===== config.mk =====
export PLATFORM = sky130hd
export DESIGN_NAME = exunit_ldst_flat
export DESIGN_NICKNAME = d
export VERILOG_FILES = /design/src/rtl/exunit_ldst_if.sv /design/src/rtl/exunit_ldst.sv /design/src/flat_wrapper.sv
export SDC_FILE = /design/constraint.sdc
export NUM_CORES = 1
export LEC_CHECK = 0
export ABC_AREA = 1
export CAP_MARGIN = 15
export CORE_ASPECT_RATIO = 1.2
export CORE_MARGIN = 1
export CORE_UTILIZATION = 35
export CTS_CLUSTER_SIZE = 20
export DETAILED_ROUTE_END_ITERATION = 8
export GPL_TIMING_DRIVEN = 0
export PLACE_DENSITY_LB_ADDON = 0.05
export SETUP_SLACK_MARGIN = 0.15
export SKIP_LAST_GASP = 1
export SYNTH_ARGS = -nofsm -noshare
export SYNTH_HDL_FRONTEND = slang
export SYNTH_SLANG_ARGS = --single-unit

===== constraint.sdc =====
create_clock -name clk -period 4.9 [get_ports clk]
set_input_delay 0.735 -clock clk [delete_from_list [all_inputs] [get_ports clk]]
set_output_delay 0.735 -clock clk [all_outputs]
set_load 0.01 [all_outputs]

===== src/rtl/exunit_ldst_if.sv =====
`default_nettype none
// +----------------------------------------------------------------------+
// | exunit_ldst_if : memory request/ack bus of the load/store unit.       |
// | Rev 1.0                                                              |
// +----------------------------------------------------------------------+
interface exunit_ldst_if #(
  parameter int DATA_W = 32
);
  logic              req;
  logic              we;
  logic [DATA_W-1:0] addr;
  logic [3:0]        be;
  logic [DATA_W-1:0] wdata;
  logic              ack;
  logic [DATA_W-1:0] rdata;

  modport master (output req, we, addr, be, wdata, input ack, rdata);
  modport slave  (input req, we, addr, be, wdata, output ack, rdata);
endinterface
`default_nettype wire


===== src/rtl/exunit_ldst.sv =====
`default_nettype none
// +----------------------------------------------------------------------+
// | exunit_ldst : load/store execution unit (issue -> mem req/ack -> fin) |
// | Optional: LDST_MISALIGN_CHK_EN adds misalignment trapping.           |
// | Rev 1.0                                                              |
// +----------------------------------------------------------------------+
module exunit_ldst #(
  parameter int DATA_W = 32,
  parameter int TAG_W  = 6
) (
  input  wire logic              clk,
  input  wire logic              rst,
  output logic                   o_ready,
  input  wire logic              i_issue_vld,
  input  wire logic [DATA_W-1:0] i_rs1_srcopr,
  input  wire logic [DATA_W-1:0] i_rs2_srcopr,
  input  wire logic [DATA_W-1:0] i_imm,
  input  wire logic              i_is_st,
  input  wire logic [1:0]        i_size,
  input  wire logic              i_unsigned,
  input  wire logic [TAG_W-1:0]  i_rrftag,
  input  wire logic              i_flush,
  exunit_ldst_if.master          mem,
  output logic                   o_exfin_ld,
  output logic [TAG_W-1:0]       o_ex_ld_rrftag,
  output logic [DATA_W-1:0]      o_exfin_ld_res,
  output logic                   o_exfin_st,
  output logic [TAG_W-1:0]       o_ex_st_rrftag
`ifdef LDST_MISALIGN_CHK_EN
  ,
  output logic                   o_ex_misalign
`endif
);

  typedef enum logic [1:0] {
    S_IDLE = 2'd0,
    S_REQ  = 2'd1,
    S_FIN  = 2'd2
  } state_e;

  state_e            state_q, state_d;
  logic [DATA_W-1:0] addr_q, addr_d;
  logic [DATA_W-1:0] wdata_q, wdata_d;
  logic [DATA_W-1:0] rdata_q, rdata_d;
  logic [3:0]        be_q, be_d;
  logic              we_q, we_d;
  logic [1:0]        size_q, size_d;
  logic              uns_q, uns_d;
  logic [TAG_W-1:0]  tag_q, tag_d;
  logic              killed_q, killed_d;
  logic              mis_q, mis_d;

  logic [DATA_W-1:0] w_ea;
  logic [1:0]        w_off;
  logic [3:0]        w_be;
  logic              w_misalign;
  logic [DATA_W-1:0] w_sh;
  logic [DATA_W-1:0] w_res;
  logic              w_fin_ok;

  assign w_ea  = i_rs1_srcopr + i_imm;
  assign w_off = w_ea[1:0];

  // Upper lanes of a half access at offset 3 fall off the 4-bit enable.
  always_comb begin
    w_be = 4'hF;
    unique case (i_size)
      2'd0:    w_be = 4'b0001 << w_off;
      2'd1:    w_be = 4'b0011 << w_off;
      default: w_be = 4'hF;
    endcase
  end

`ifdef LDST_MISALIGN_CHK_EN
  assign w_misalign = ((i_size == 2'd1) && w_off[0]) ||
                      (i_size[1] && (w_off != 2'd0));
`else
  assign w_misalign = 1'b0;
`endif

  always_comb begin
    state_d  = state_q;
    addr_d   = addr_q;
    wdata_d  = wdata_q;
    rdata_d  = rdata_q;
    be_d     = be_q;
    we_d     = we_q;
    size_d   = size_q;
    uns_d    = uns_q;
    tag_d    = tag_q;
    killed_d = killed_q;
    mis_d    = mis_q;
    unique case (state_q)
      S_IDLE: begin
        if (i_issue_vld) begin
          addr_d   = w_ea;
          wdata_d  = i_rs2_srcopr << {w_off, 3'b000};
          rdata_d  = '0;
          be_d     = w_be;
          we_d     = i_is_st;
          size_d   = i_size;
          uns_d    = i_unsigned;
          tag_d    = i_rrftag;
          killed_d = i_flush;
          mis_d    = w_misalign;
          state_d  = w_misalign ? S_FIN : S_REQ;
        end
      end
      S_REQ: begin
        // A killed op still completes the bus handshake.
        if (i_flush) killed_d = 1'b1;
        if (mem.ack) begin
          if (!we_q) rdata_d = mem.rdata;
          state_d = S_FIN;
        end
      end
      S_FIN:   state_d = S_IDLE;
      default: state_d = S_IDLE;
    endcase
  end

  always_ff @(posedge clk) begin
    if (rst) begin
      state_q  <= S_IDLE;
      addr_q   <= '0;
      wdata_q  <= '0;
      rdata_q  <= '0;
      be_q     <= '0;
      we_q     <= 1'b0;
      size_q   <= '0;
      uns_q    <= 1'b0;
      tag_q    <= '0;
      killed_q <= 1'b0;
      mis_q    <= 1'b0;
    end else begin
      state_q  <= state_d;
      addr_q   <= addr_d;
      wdata_q  <= wdata_d;
      rdata_q  <= rdata_d;
      be_q     <= be_d;
      we_q     <= we_d;
      size_q   <= size_d;
      uns_q    <= uns_d;
      tag_q    <= tag_d;
      killed_q <= killed_d;
      mis_q    <= mis_d;
    end
  end

  assign w_sh = rdata_q >> {addr_q[1:0], 3'b000};

  always_comb begin
    w_res = w_sh;
    unique case (size_q)
      2'd0:    w_res = uns_q ? {{(DATA_W-8){1'b0}}, w_sh[7:0]}
                             : {{(DATA_W-8){w_sh[7]}}, w_sh[7:0]};
      2'd1:    w_res = uns_q ? {{(DATA_W-16){1'b0}}, w_sh[15:0]}
                             : {{(DATA_W-16){w_sh[15]}}, w_sh[15:0]};
      default: w_res = w_sh;
    endcase
    if (mis_q) w_res = '0;
  end

  assign o_ready   = (state_q == S_IDLE);
  assign mem.req   = (state_q == S_REQ);
  assign mem.we    = we_q;
  assign mem.addr  = {addr_q[DATA_W-1:2], 2'b00};
  assign mem.be    = be_q;
  assign mem.wdata = wdata_q;

  // Flush during FIN suppresses the pulse in that same cycle.
  assign w_fin_ok       = (state_q == S_FIN) && !killed_q && !i_flush;
  assign o_exfin_ld     = w_fin_ok && !we_q;
  assign o_exfin_st     = w_fin_ok && we_q;
  assign o_ex_ld_rrftag = tag_q;
  assign o_ex_st_rrftag = tag_q;
  assign o_exfin_ld_res = w_res;
`ifdef LDST_MISALIGN_CHK_EN
  assign o_ex_misalign  = mis_q;
`endif

endmodule
`default_nettype wire


===== src/flat_wrapper.sv =====
// flat-port wrapper written by rule: the top's interface ports become plain ports
module exunit_ldst_flat 
#(
  parameter int DATA_W = 32,
  parameter int TAG_W  = 6
)
  (clk, rst, o_ready, i_issue_vld, i_rs1_srcopr, i_rs2_srcopr, i_imm, i_is_st, i_size, i_unsigned, i_rrftag, i_flush, o_exfin_ld, o_ex_ld_rrftag, o_exfin_ld_res, o_exfin_st, o_ex_st_rrftag, mem_req, mem_we, mem_addr, mem_be, mem_wdata, mem_ack, mem_rdata);
  exunit_ldst_if #(.DATA_W(DATA_W)) mem_i ();
  input  wire logic clk;
  input  wire logic rst;
  output logic o_ready;
  input  wire logic i_issue_vld;
  input  wire logic [DATA_W-1:0] i_rs1_srcopr;
  input  wire logic [DATA_W-1:0] i_rs2_srcopr;
  input  wire logic [DATA_W-1:0] i_imm;
  input  wire logic i_is_st;
  input  wire logic [1:0] i_size;
  input  wire logic i_unsigned;
  input  wire logic [TAG_W-1:0] i_rrftag;
  input  wire logic i_flush;
  output logic o_exfin_ld;
  output logic [TAG_W-1:0] o_ex_ld_rrftag;
  output logic [DATA_W-1:0] o_exfin_ld_res;
  output logic o_exfin_st;
  output logic [TAG_W-1:0] o_ex_st_rrftag;
  output wire logic [$bits(mem_i.req)-1:0] mem_req;
  output wire logic [$bits(mem_i.we)-1:0] mem_we;
  output wire logic [$bits(mem_i.addr)-1:0] mem_addr;
  output wire logic [$bits(mem_i.be)-1:0] mem_be;
  output wire logic [$bits(mem_i.wdata)-1:0] mem_wdata;
  input wire logic [$bits(mem_i.ack)-1:0] mem_ack;
  input wire logic [$bits(mem_i.rdata)-1:0] mem_rdata;
  assign mem_req = mem_i.req;
  assign mem_we = mem_i.we;
  assign mem_addr = mem_i.addr;
  assign mem_be = mem_i.be;
  assign mem_wdata = mem_i.wdata;
  assign mem_i.ack = mem_ack;
  assign mem_i.rdata = mem_rdata;
  exunit_ldst #(.DATA_W(DATA_W), .TAG_W(TAG_W)) u_core (.clk(clk), .rst(rst), .o_ready(o_ready), .i_issue_vld(i_issue_vld), .i_rs1_srcopr(i_rs1_srcopr), .i_rs2_srcopr(i_rs2_srcopr), .i_imm(i_imm), .i_is_st(i_is_st), .i_size(i_size), .i_unsigned(i_unsigned), .i_rrftag(i_rrftag), .i_flush(i_flush), .mem(mem_i), .o_exfin_ld(o_exfin_ld), .o_ex_ld_rrftag(o_ex_ld_rrftag), .o_exfin_ld_res(o_exfin_ld_res), .o_exfin_st(o_exfin_st), .o_ex_st_rrftag(o_ex_st_rrftag));
endmodule

==> flow_summary.json <==
{
  "grt_pass1_vias": 8408,
  "setup_tns_ns": 0,
  "vias": 8827,
  "fillCellCount": 2328,
  "clkPwrFrac_pct": 37.6,
  "port_buffers": 256,
  "synth-compound-area-share_pct": 16.47,
  "synth-xor-area-share_pct": 1.549,
  "netlist-cell-type-count": 44,
  "viasPerCell": 4.784,
  "cts_buffer_depth": 2,
  "final_layout_size_suffix_gt1_share_pct": 8.020,
  "fin_crit_sh_pct": 70.79,
  "dpl.hpwl_um": 22470,
  "drc": 0,
  "synthArstFlopShare_pct": 0,
  "place_congestion": 0.9139,
  "synth_area_per_cell_sq_um": 6.169,
  "ctsResizeCount": 0,
  "postCtsHoldBufs": 0,
  "synthSimpleGateAreaFrac_pct": 31.47,
  "p_seq_share_pct": 30.7,
  "core_area_sq_mm": 0.02192,
  "crit_chain": "nor2_1 > nand3_4 > o31ai_2 > nand2_2 > buf_6 > o31ai_2 > clkdlybuf4s50_1",
  "clockRootBuffer": "clkbuf_16",
  "first_iter_violations": 424,
  "synth_adder_area_share_pct": 5.153,
  "p_leak_nw": 5.321,
  "synth_top_family_by_area": "simple AND/OR/NAND/NOR gates",
  "drv_slew": 0,
  "first_pass_iters": 5,
  "cp_max_fo": 10,
  "drt-wirelength-per-cell_um": 14.92,
  "dieArea_sq_mm": 0.02322,
  "synth_edf_count": 0,
  "hp-class": "reg -> reg",
  "status": "finished clean",
  "grt_pass1_wl_um": 43980,
  "pin_count": 260,
  "synth_top_flop_cell": "dfxtp_1",
  "initial_core_util_pct": 36.10,
  "switching_share_pct": 31.33,
  "die_w_um": 139.3,
  "p_int_mw": 2.303,
  "crit_type": "reg -> out",
  "grt.total_usage_pct": 24.17,
  "slew_headroom_pct": 45.62,
  "max_stage_delay_ns": 0.62,
  "start_kind": "flip-flop",
  "synthMuxAreaShare_pct": 0.8852,
  "antenna_found_initial": 0,
  "synthToLayoutAreaGrowth_pct": 44.26,
  "wl_um": 27540,
  "numCtsBuffers": 17,
  "critPathCaptureType": "primary output",
  "cts_tree": "built",
  "netlist_instances": 1283,
  "die_h_um": 166.7,
  "timing.hold.ws_ns": 0.4616,
  "cp.arrival_ns": 2.73,
  "finalCriticalPeriod_ns": 3.469,
  "power_density_mw_per_mm2": 293.7,
  "ant_nets": 0,
  "clock_skew_ns": 0.005534,
  "power_frac_comb_pct": 31.7,
  "mostFrequentLayoutCell": "nand2_1",
  "grt_max_degree": 17,
  "yosys_warnings": 0,
  "setup_violations": 0,
  "num_rows": 59,
  "nets": 1734,
  "finalHoldViolations": 0,
  "crit_top_cell": "o31ai_2",
  "syn-cell-area_sq_mm": 0.007915,
  "drv_cap": 0,
  "post-cts-setup-buffers": 0,
  "fmax_mhz": 288.3,
  "clkLatencyLatePin_ns": 0.42,
  "ys_seq_area_share_pct": 28.58,
  "overflow": 0,
  "ys_seq_elements": 113,
  "layout_common_cells": "334 x nand2_1, 256 x clkdlybuf4s50_1, 180 x inv_1",
  "n_antenna_cell": 0,
  "p_sw_mw": 1.051,
  "required_ns": 4.16,
  "path_clk_slew_ns": 0.06,
  "cts_htree_levels": 4,
  "ir_drop_mv": 0.2164,
  "crit_path_top_delay_cell": "nor2_1",
  "rsz0062_at_grt": "false",
  "worstMarginPinSlew_ns": 0.8127,
  "clock_sinks": 113
}
-- final cells by class --
class / instances / area, sq um / share of cell area [%]
clock inverter: 11 / 137.6 / 1.205
multi-input combinational: 891 / 4403 / 38.56
clock buffer: 20 / 456.7 / 4.000
sequential: 113 / 2262 / 19.81
tap: 274 / 342.8 / 3.002
timing repair buffer: 256 / 2562 / 22.44
inverter: 184 / 690.7 / 6.049
buffer: 96 / 563.0 / 4.931
-- registers in the layout, indices dropped and copies added (netlist names) --
name,flops
u_core.killed_q,1
u_core.mem.be,4
u_core.mem.we,1
u_core.o_ex_ld_rrftag,6
u_core.uns_q,1
u_core.mem.wdata,32
u_core.size_q,2
u_core.rdata_q,32
u_core.addr_q,32
u_core.state_q,2
-- power by group through the flow --
stage / sequential, mW / combinational, mW / clock (mW)
CTS: 1.03 / 1.07 / 1.28
floorplan: 1.05 / 0.578 / 0
global route: 1.04 / 1.18 / 1.33
detailed placement: 1.05 / 1.06 / 0
finish: 1.03 / 1.06 / 1.26
global placement: 1.05 / 1.06 / 0
-- path summary, 6_finish.rpt --
check / startpoint / to / slack (ns) / cells after the start
setup / recovery: u_core.size_q[1] / o_exfin_ld_res[31] / 1.43 / 7
hold / removal: u_core.mem.wdata[1] / u_core.mem.wdata[1] / 0.46 / 2
setup reg to reg: u_core.state_q[0] / u_core.rdata_q[24] / 3.20 / 7
hold reg to reg: u_core.mem.wdata[1] / u_core.mem.wdata[1] / 0.46 / 2
-- per-stage QoR --
stage	utilization, %	setup slack (ns)	std cells	power [mW]	instance area [sq um]
floorplan	-	2.669	1284	1.629	7919
detailed placement	49.37	1.680	1814	2.112	10820
global placement	49.37	1.663	1814	2.107	10820
finish	52.08	1.431	1845	3.354	11420
global route	52.08	1.310	1845	3.542	11420
CTS	52.08	1.444	1845	3.378	11420
-- cell usage after synthesis, types with 2 or more instances --
cell	n	area, sq um
o21bai_1	4	30.03
dfxtp_1	113	2262
nand3_1	106	530.5
nand4_1	3	18.77
a21oi_1	101	505.5
nor2_2	2	12.51
nand2_2	2	12.51
o211ai_1	13	97.59
buf_2	23	115.1
o31ai_2	2	25.02
a22oi_1	4	30.03
buf_1	3	11.26
buf_4	40	300.3
xnor2_1	2	17.52
xor2_1	12	105.1
inv_2	4	15.01
ha_1	31	387.9
buf_6	3	33.78
mux2i_1	7	70.07
o21ai_0	71	355.3
clkbuf_1	26	97.59
nor3_1	7	35.03
inv_1	180	675.7
a221oi_1	2	17.52
o21ai_2	9	78.83
a31oi_1	12	75.07
nor2_1	142	533.0
o22ai_1	4	25.02
nand2_1	334	1254
a211oi_1	3	22.52
or2_2	4	25.02
nor2_4	2	22.52
-- cell families after synthesis --
group / count (synthesis)
mux: 7
flops: 113
fa+ha+maj: 32
other cells: 1
xor+xnor: 14
buf+inv: 280
compound gates: 229
simple gates: 607
-- critical path: cells and delay by family (launching register included) --
family	cells	cell delay, ns
buffers and inverters	2	0.77
and+or+nand+nor	3	1.01
DFF	1	0.32
AOI/OAI and AO/OA	2	0.20
-- layer usage --
layer | vias to the layer above | share of wire, % | track usage (%)
met3 | 44 | 4.3 | 3.508
met1 | 3933 | 43 | 28.41
met4 | 0 | 3.0 | 10.19
li1 | 4594 | - | -
met5 | - | 0 | 0
met2 | 256 | 50 | 43.46
No activity file was read; power rests on OpenSTA's default activity.
==> variant: new RTL, same settings <==
The 3 states of `state_e` get a one-hot encoding in 3 bits.
--- a/src/rtl/exunit_ldst.sv
+++ b/src/rtl/exunit_ldst.sv
@@ -32,10 +32,10 @@
 `endif
 );
 
-  typedef enum logic [1:0] {
-    S_IDLE = 2'd0,
-    S_REQ  = 2'd1,
-    S_FIN  = 2'd2
+  typedef enum logic [2:0] {
+    S_IDLE = 3'b001,
+    S_REQ  = 3'b010,
+    S_FIN  = 3'b100
   } state_e;
 
   state_e            state_q, state_d;
Behaviour: no difference found for any inputs over 4 cycles, from zero or initial values and one cycle with rst high; so few cycles prove little.
==> variant against the unedited design <==
  * The flow now finishes with violations (design-rule violations)
  * Die area is 0.95% lower
  * Setup slack improved by 0.046 ns
  * Largest power group is now combinational cells
  * Sequential cell count is 1 higher
  * Total power increased by 11%
  * Routed wire length shrank 1.1%
  * Design area shrank 0.66%
  * Critical path type unchanged
  * Register-to-register slack got worse by 0.04 ns
  * Core utilization down 0.17 points
  * Synthesized cell count fell by 1.3%
  * Area after synthesis is 0.96% lower
  * Worst hold slack better by 0.0036 ns
==> variant: results (changes against the unedited design) <==
outcome:
  status: "finished, violations left"
  violations: "design-rule violations"
routing:
  drt_iter0_markers: 464  # +9.4%
  num_vias: 8664  # -1.8%
  drt_pass1_iterations: 7  # +2
  met3_length_um: 1317  # +11%
  wl_met2_um: 13670  # -0.77%
  drc: 19  # +19
  m1WireLength_um: 11500  # -2.3%
  routed_wl_um: 27220  # -1.1%
synthesis:
  synth.top_cells.by_count: "nand2_1 (308), inv_1 (173), nor2_1 (169)"
  ys_seq_elements: 114  # +0.88%
final_layout:
  finalInstanceArea_um2: 11340  # -0.66%
  multi_input_gates: 884  # -0.79%
  multi_input_area_share_pct: 38.26  # -0.30 points
  n_fill_cell: 2242  # -3.7%
  drive_gt1_share_pct: 7.519  # -0.50 points
  final-nonclk-buf-share_pct: 27.45  # +0.082 points
  seqCellArea_um2: 2282  # +0.88%
placed_design:
  dp_hpwl_um: 22200  # -1.2%
  dp_cells: 1798  # -0.88%
  numPortBuffers: 257  # +0.39%
  routabilityCongestion: 0.8734  # -4.4%
global_route:
  grt_use_met1_pct: 27.40  # -1.0 points
critical_path:
  reg2reg_from: "u_core.state_q[0]"
  worst_path_max_delay_cell: "clkdlybuf4s50_1"
pwr:
  peakVddDrop_mv: 0.2485  # +15%
timing:
  tightestPinTransition_ns: 0.6873  # -0.1254 ns
## variant: cell count changes in the layout (fill, tap and decap cells not counted), moves of 12 or more
cell / change
nor2_1: +27
o21ai_0: +37
nand2_1: -26
buf_2: -12
nand3_1: -63
a21oi_1: +32
## variant: power by group through the flow
stage                     registers, mW  clock network [mW]  logic, mW
after floorplan                    1.13                   0      0.750
after global placement             1.13                   0       1.37
after detailed placement           1.13                   0       1.37
after CTS                          1.11                1.24       1.38
after global routing               1.13                1.28       1.52
final                              1.11                1.22       1.37
## variant: cells by family after synthesis
logic type,share of synthesized area [%]
xor gates and xnor gates,1.564
DFF,29.11
adders and majority gates,5.203
and+or+nand+nor,27.87
buffers and inverters,15.56
other,0.04784
AOI/OAI and AO/OA,19.87
muxes,0.7662
## variant: path summary, 6_finish.rpt
kind	slack [ns]	to
setup / recovery	1.48	o_exfin_ld_res[21]
hold reg to reg	0.47	u_core.mem.wdata[21]
hold / removal	0.47	u_core.mem.wdata[21]
setup reg to reg	3.16	u_core.o_ex_ld_rrftag[3]
